[config.mk]
export PLATFORM = sky130hd
export DESIGN_NAME = tff_toggle_arbiter
export DESIGN_NICKNAME = d
export VERILOG_FILES = /design/src/rtl/tff_toggle_arbiter.sv
export SDC_FILE = /design/constraint.sdc
export NUM_CORES = 1
export LEC_CHECK = 0
export ABC_AREA = 1
export ABC_CLOCK_PERIOD_IN_PS = 1700
export BUFFER_PORTS_ARGS = -buffer_cell sky130_fd_sc_hd__clkbuf_2
export CAP_MARGIN = 10
export CORE_MARGIN = 1.5
export CORE_UTILIZATION = 46
export CTS_BUF_LIST = sky130_fd_sc_hd__clkbuf_8
export DETAILED_ROUTE_END_ITERATION = 7
export GPL_ROUTABILITY_DRIVEN = 1
export GPL_TIMING_DRIVEN = 1
export PLACE_DENSITY = 0.78
export SETUP_SLACK_MARGIN = 0.4
export SLEW_MARGIN = 20
export SYNTH_ARGS = -nofsm -noshare
export SYNTH_HDL_FRONTEND = slang
export SYNTH_SLANG_ARGS = --single-unit
[constraint.sdc]
create_clock -name clk_i -period 1.7 [get_ports clk_i]
set_input_delay 0.17 -clock clk_i [delete_from_list [all_inputs] [get_ports clk_i]]
set_output_delay 0.17 -clock clk_i [all_outputs]
set_load 0.05 [all_outputs]
[src/rtl/tff_toggle_arbiter.sv]
// Round-robin arbiter sharing one WIDTH-bit toggle flip-flop bank among NREQ requesters.
// Define TFF_ARB_FIXED_PRI_EN for fixed priority (requester 0 highest, no rotating pointer).
module tff_toggle_arbiter #(
    parameter int unsigned NREQ  = 4,
    parameter int unsigned WIDTH = 8
) (
    input  logic                  clk_i,
    input  logic                  rst_ni,
    input  logic [NREQ-1:0]       req_i,
    input  logic [NREQ*WIDTH-1:0] mask_i,
    input  logic                  clr_i,
    output logic [NREQ-1:0]       gnt_o,
    output logic [WIDTH-1:0]      t_out_o,
    output logic [WIDTH-1:0]      q_o,
    output logic [WIDTH-1:0]      qb_o,
    output logic                  busy_o
);

    localparam int unsigned PW = (NREQ > 1) ? $clog2(NREQ) : 1;

    typedef enum logic {
        IDLE  = 1'b0,
        ISSUE = 1'b1
    } state_e;

    state_e           state_q, state_d;
    logic [NREQ-1:0]  gnt_q, gnt_d;
    logic [WIDTH-1:0] t_out_q, t_out_d;
    logic             busy_q, busy_d;
    logic [WIDTH-1:0] mreg_q, mreg_d;
    logic [WIDTH-1:0] q_q, q_d;
`ifndef TFF_ARB_FIXED_PRI_EN
    logic [PW-1:0]    ptr_q, ptr_d;
    logic [PW-1:0]    w_q, w_d;
    logic [NREQ-1:0]  rot_req;
    logic [PW:0]      sum;
`endif

    logic             found;
    logic [PW-1:0]    win_idx;
    logic [NREQ-1:0]  win_oh;
    logic [WIDTH-1:0] win_mask;

    // Winner search: rotated request vector (round-robin) or plain low-index-first
    always_comb begin
        found   = 1'b0;
        win_idx = '0;
`ifdef TFF_ARB_FIXED_PRI_EN
        for (int unsigned i = 0; i < NREQ; i++) begin
            if (!found && req_i[i]) begin
                found   = 1'b1;
                win_idx = PW'(i);
            end
        end
`else
        sum     = '0;
        rot_req = NREQ'({req_i, req_i} >> ptr_q);
        for (int unsigned j = 0; j < NREQ; j++) begin
            if (!found && rot_req[j]) begin
                found = 1'b1;
                sum   = {1'b0, ptr_q} + (PW+1)'(j);
                if (sum >= (PW+1)'(NREQ)) begin
                    sum = sum - (PW+1)'(NREQ);
                end
                win_idx = PW'(sum);
            end
        end
`endif
        win_oh   = '0;
        win_mask = '0;
        for (int unsigned k = 0; k < NREQ; k++) begin
            if (win_idx == PW'(k)) begin
                win_oh[k] = 1'b1;
                win_mask  = mask_i[k*WIDTH +: WIDTH];
            end
        end
    end

    // Next-state and registered-output logic
    always_comb begin
        state_d = state_q;
        gnt_d   = '0;
        t_out_d = '0;
        busy_d  = 1'b0;
        mreg_d  = mreg_q;
        q_d     = q_q;
`ifndef TFF_ARB_FIXED_PRI_EN
        ptr_d   = ptr_q;
        w_d     = w_q;
`endif
        case (state_q)
            IDLE: begin
                if (found) begin
                    state_d = ISSUE;
                    gnt_d   = win_oh;
                    t_out_d = win_mask;
                    busy_d  = 1'b1;
                    mreg_d  = win_mask;
`ifndef TFF_ARB_FIXED_PRI_EN
                    w_d     = win_idx;
`endif
                end
            end
            ISSUE: begin
                state_d = IDLE;
                q_d     = q_q ^ mreg_q;
`ifndef TFF_ARB_FIXED_PRI_EN
                ptr_d   = (w_q == PW'(NREQ-1)) ? '0 : w_q + PW'(1);
`endif
            end
            default: state_d = IDLE;
        endcase
        // Clear wins over a same-cycle toggle; FSM and pointer still advance
        if (clr_i) begin
            q_d = '0;
        end
    end

    always_ff @(posedge clk_i or negedge rst_ni) begin
        if (!rst_ni) begin
            state_q <= IDLE;
            gnt_q   <= '0;
            t_out_q <= '0;
            busy_q  <= 1'b0;
            mreg_q  <= '0;
            q_q     <= '0;
`ifndef TFF_ARB_FIXED_PRI_EN
            ptr_q   <= '0;
            w_q     <= '0;
`endif
        end else begin
            state_q <= state_d;
            gnt_q   <= gnt_d;
            t_out_q <= t_out_d;
            busy_q  <= busy_d;
            mreg_q  <= mreg_d;
            q_q     <= q_d;
`ifndef TFF_ARB_FIXED_PRI_EN
            ptr_q   <= ptr_d;
            w_q     <= w_d;
`endif
        end
    end

    assign gnt_o   = gnt_q;
    assign t_out_o = t_out_q;
    assign busy_o  = busy_q;
    assign q_o     = q_q;
    assign qb_o    = ~q_q;

endmodule

=== Yosys cells after proc, flatten, opt, wreduce, memory -nomap -nowiden ===
Cells that the tools add are included.

* $lt $le $gt $ge: 4
* Shift operators: 1
* $add $sub $neg: 8
* Bitwise operators: 3
* Reductions and logical operators: 9
* Muxes and demuxes: 30
* Eq/ne operators: 4

{| class="wikitable"
|+ Operators by type and width
! cell !! number
|-
| 8-bit two-way mux || 8
|-
| 2-bit two-way mux || 9
|-
| 1-bit two-way mux || 10
|-
| 3-bit >= comparator, second input constant || 3
|-
| 4-bit two-way mux || 2
|-
| 8-bit inverter || 1
|-
| 8-bit by 2-bit >> shifter with 4-bit output || 1
|-
| 2-bit by 1-bit subtractor with 2-bit output, second input constant || 4
|-
| 8-bit bitwise XOR || 1
|-
| 2-bit by 2-bit adder with 3-bit output, second input constant || 2
|-
| 2-bit equality test, second input constant || 3
|-
| 2-bit by 1-bit adder with 3-bit output, second input constant || 1
|-
| 2-bit by 3-bit >= comparator with 1-bit output, second input constant || 1
|-
| 1-bit logical AND || 3
|-
| 1-bit zero test || 3
|-
| 2-bit by 1-bit adder with 2-bit output, second input constant || 1
|-
| 2-bit by 1-bit equality test with 1-bit output, second input constant || 1
|-
| 2-bit zero test || 1
|-
| 1-bit case mux with 2 select lines || 1
|-
| 2-bit AND reduction || 1
|-
| 2-bit nonzero test || 1
|-
| 1-bit inverter || 1
|}

* Input port bits: 39
* Output and inout bits: 29
* Logic and storage cells: 67
* Flip-flop bits (word level): 34

=== Logic depth before layout (Yosys ltp) ===
* Depth after elaboration: 18
* Gate-level depth with buffers: 15
* Mapped depth without buffers: 14

=== Worst setup path before layout ===
No wires, ideal clock.

* Kind: reg2reg
* Start point: reg ptr_q[1]
* End point: reg mreg_q[0]
* Data arrival time: 1.550 ns
* Path buffers: 2
* Stages on the path, launching flop included: 15
* Clock period less this slack: 1.674 ns
* Slack: 0.026 ns
* Path through: dfrtp_1 -> buf_2 -> inv_2 -> nand3_2 -> nand2_4 -> nor2_4 -> nand2_2 -> nand2_1 -> nor2_2 -> nand2_4 -> buf_6 -> o21ai_1 -> nand2_1 -> nand2_1 -> nand3_1

* Longest elaborated chain between the ends: 16

{| class="wikitable"
|+ Ends and longest elaborated chain
! what !! line !! source
|-
| start, declared || 33 || <nowiki>logic [PW-1:0] ptr_q, ptr_d;</nowiki>
|-
| start signal, assigned || 139 || <nowiki>ptr_q <= ptr_d;</nowiki>
|-
| branches (longest 16 deep; another with 2-bit by 1-bit adder with 3-bit output) || -- ||
|-
| end signal, assigned || 136 || <nowiki>mreg_q <= mreg_d;</nowiki>
|-
| end, declared || 30 || <nowiki>logic [WIDTH-1:0] mreg_q, mreg_d;</nowiki>
|}

Several ways; the timed one is not identified.
A chain may end at the register's enable or synchronous reset.

=== Final worst setup path ===
* Start point: reg ptr_q[0]
* End point: reg mreg_q[4]

The elaborated chain is that of the path after synthesis.

==> flow_summary.json <==
{
  "cp.required_ns": 1.93,
  "h-tree-depth": 2,
  "crit_type": "flip-flop to flip-flop",
  "vias_per_cell": 5.02,
  "clk-insertion-delay-late_ns": 0.29,
  "gp_congestion": 0.854,
  "yosysSeqAreaShare_pct": 43.3,
  "detail_route.first_pass.iterations": 4,
  "drt_iter0_drc": 100,
  "crit-reg2reg-launch": "ptr_q[0]",
  "layout-drive-gt1-share_pct": 52.7,
  "initial_core_util_pct": 47.7,
  "grt_pass1_vias": 1906,
  "min_to": "mreg_q[3]",
  "setup_ws_ns": -0.275,
  "final.setup.tns_ns": -4.35,
  "area_delta_synth_final_pct": 54.4,
  "synth_area_per_cell_um2": 7.42,
  "row_count": 23,
  "yosysWarnings": 0,
  "cts_buffers": 5,
  "place_ws_ns": -0.245,
  "chipWidth_um": 67.4,
  "grt_max_degree": 24,
  "drt_wl_total_um": 5490,
  "ys_seq_elements": 33,
  "min_from": "mask_i[27]",
  "final-setup-viol-count": 22,
  "dp.cells": 386,
  "wl_per_cell_um": 13.5,
  "ys.flop_type": "dfrtp_1",
  "cp_top_family": "simple AND/OR/NAND/NOR gates",
  "port-buffer-count": 67,
  "clockRootBuffer": "clkbuf_8",
  "ant_nets": 0,
  "period_needed_ns": 1.98,
  "status": "finished, violations left",
  "finalHoldViolCount": 0,
  "cp.arrival_ns": 2.20,
  "fin_cells": 407,
  "finalCritPeriodShare_pct": 116,
  "remaining_drc_errors": 0,
  "vias": 2045,
  "grtUsageTotal_pct": 24.8,
  "cts_buffer_depth": 2,
  "rr_worst_depth": 13,
  "path_buf_inv": 2,
  "tightest_slew_ns": 0.605,
  "synth_nets": 297,
  "r2r_setup_slack_ns": -0.28,
  "rsz0062_at_grt": "true",
  "maxSlewViolCount": 0,
  "cap_viol_max_count": 0,
  "die_h_um": 67.4,
  "nets": 396,
  "worst_setup_path_start_kind": "flip-flop",
  "clock-sinks": 33,
  "fmax_mhz": 506,
  "synth_cell_type_count": 27,
  "synth_edf_count": 0,
  "path_common_cell": "nand2_2",
  "slew_headroom_pct": 59.6,
  "ioPinCount": 68,
  "worst-path-max-fanout": 7,
  "min_path_cells": 3,
  "cts_tree": "built",
  "die_area_mm2": 0.00454,
  "antenna_cells": 0,
  "synthArstFlopShare_pct": 100,
  "skew_ns": 0.00602,
  "place_hpwl_um": 3840,
  "syn-instance-count": 257,
  "hold_class": "input pin to flip-flop",
  "grt_overflow": 0,
  "r2r_end": "mreg_q[4]",
  "end_kind": "flip-flop",
  "core_area_mm2": 0.00400,
  "cpMaxStageDelayCell": "dfrtp_2",
  "antenna_found_initial": 0,
  "grt_pass1_wl_um": 8420,
  "cts.clk_slew.worst_paths_ns": 0.07,
  "path_cells": "clkinv_4 -> nand2_4 -> nand2_4 -> nand2_2 -> nand2_2 -> nor2_4 -> buf_12 -> nand4_4 -> nand2_8 -> nand2_8 -> nor2_4 -> nand2_2 -> nand3_1",
  "max_stage_delay_ns": 0.46,
  "violations": "setup timing",
  "syn_area_mm2": 0.00191
}
==> worst max-delay path by stage <==
stage	startpoint	end	slack (ns)	cells after the start
finish	ptr_q[0]	mreg_q[4]	-0.28	13
detailed placement	ptr_q[0]	mreg_q[1]	-0.25	12
floorplan	ptr_q[0]	mreg_q[6]	0.03	13
global placement	ptr_q[0]	mreg_q[4]	-0.21	13
global route	ptr_q[0]	mreg_q[4]	-0.40	13
CTS	ptr_q[0]	mreg_q[2]	-0.18	12
==> worst register-to-register path, stage by stage, from the launching register on <==
cell and delay (ns):
dfrtp_2 0.46, clkinv_4 0.13, nand2_4 0.10, nand2_4 0.05, nand2_2 0.06, nand2_2 0.06, nor2_4 0.16, buf_12 0.13
nand4_4 0.12, nand2_8 0.17, nand2_8 0.08, nor2_4 0.23, nand2_2 0.10, nand3_1 0.09
==> stage by stage <==
stage	hold slack, ns	cell area, µm²	utilization (%)
final	0.0993	2950	73.7
after global routing	0.102	2950	73.7
after CTS	0.0957	2820	70.5
after detailed placement	0.199	2460	61.5
after global placement	0.199	2460	61.5
after floorplan	-0.126	1960	-
==> layer usage <==
metal | wire length [µm] | up-vias | global-route usage, %
met5 | 0 | - | 0
met2 | 2870 | 70 | 42.9
met1 | 2230 | 958 | 30.8
li1 | - | 1008 | -
met4 | 87 | 0 | 9.44
met3 | 308 | 9 | 4.17
==> cells in the mapped netlist (3+ instances only) <==
cell type,n,area [µm²]
nor3_1,9,45.0
o21ai_0,3,15.0
nand2_2,7,43.8
buf_6,3,33.8
nand3_2,4,40.0
nand2_4,3,33.8
o21ai_1,6,30.0
nor2_1,23,86.3
inv_1,31,116
inv_2,3,11.3
a21oi_1,10,50.1
nand3_1,19,95.1
nand4_1,3,18.8
nor2_4,4,45.0
nand2_1,80,300
dfrtp_1,33,826
==> placed cells by master (no fill, tap or decap), types with 2 or more instances in the layout <==
master	Yosys	routed
nand2_8	0	2
o21ai_1	6	7
clkbuf_2	0	66
inv_1	31	22
nand2_4	3	10
dfrtp_2	0	11
clkbuf_8	0	7
a21oi_2	2	2
clkinvlp_4	0	8
buf_4	0	20
nand3_1	19	12
inv_2	3	3
buf_12	0	2
nor2_4	4	7
nand4_1	3	3
nor2_1	23	21
nand3_4	0	2
nor3_1	9	8
a21oi_1	10	10
buf_6	3	8
nand3_2	4	9
nand2_1	80	57
nand3b_1	2	2
dfrtp_1	33	22
nor3_2	1	2
nand2_2	7	22
==> kinds of logic (layout without fill, tap and decap cells) <==
| group | count (synthesis) | after routing | synth area share, % |
|---|---|---|---|
| AOI/OAI and AO/OA | 22 | 22 | 6.30 |
| xor gates and xnor gates | 1 | 1 | 0.459 |
| buffers and inverters | 42 | 141 | 9.57 |
| adders and majority gates | 1 | 1 | 0.656 |
| DFF | 33 | 33 | 43.3 |
| and+or+nand+nor | 158 | 159 | 39.7 |
==> flip-flops by register name, indices dropped and copies added (netlist names) <==
register and flops:
w_q 2, t_out_o 8, gnt_o 4, busy_o 1, q_o 8, mreg_q 8, ptr_q 2
==> final cells by class <==
type / instances / area (µm²)
multi-input combinational: 183 / 1110
sequential: 33 / 840
clock inverter: 2 / 33.8
inverter: 34 / 165
tap: 50 / 62.6
fill: 298 / 1050
clock buffer: 6 / 82.6
timing repair buffer: 99 / 649
==> repair_timing <==
item / CTS / global route
setup buffers: 8 / 2
cloned: 2 / 0
setup endpoints to repair: 24 / 24
resized for setup: 40 / 30
endpoints found under the hold margin: 21 / 0
pin swaps: 19 / 26
hold buffers: 1 / 0
Power is not shown: default switching activity piles up to over one toggle a cycle in this logic, so the estimate is an artifact.
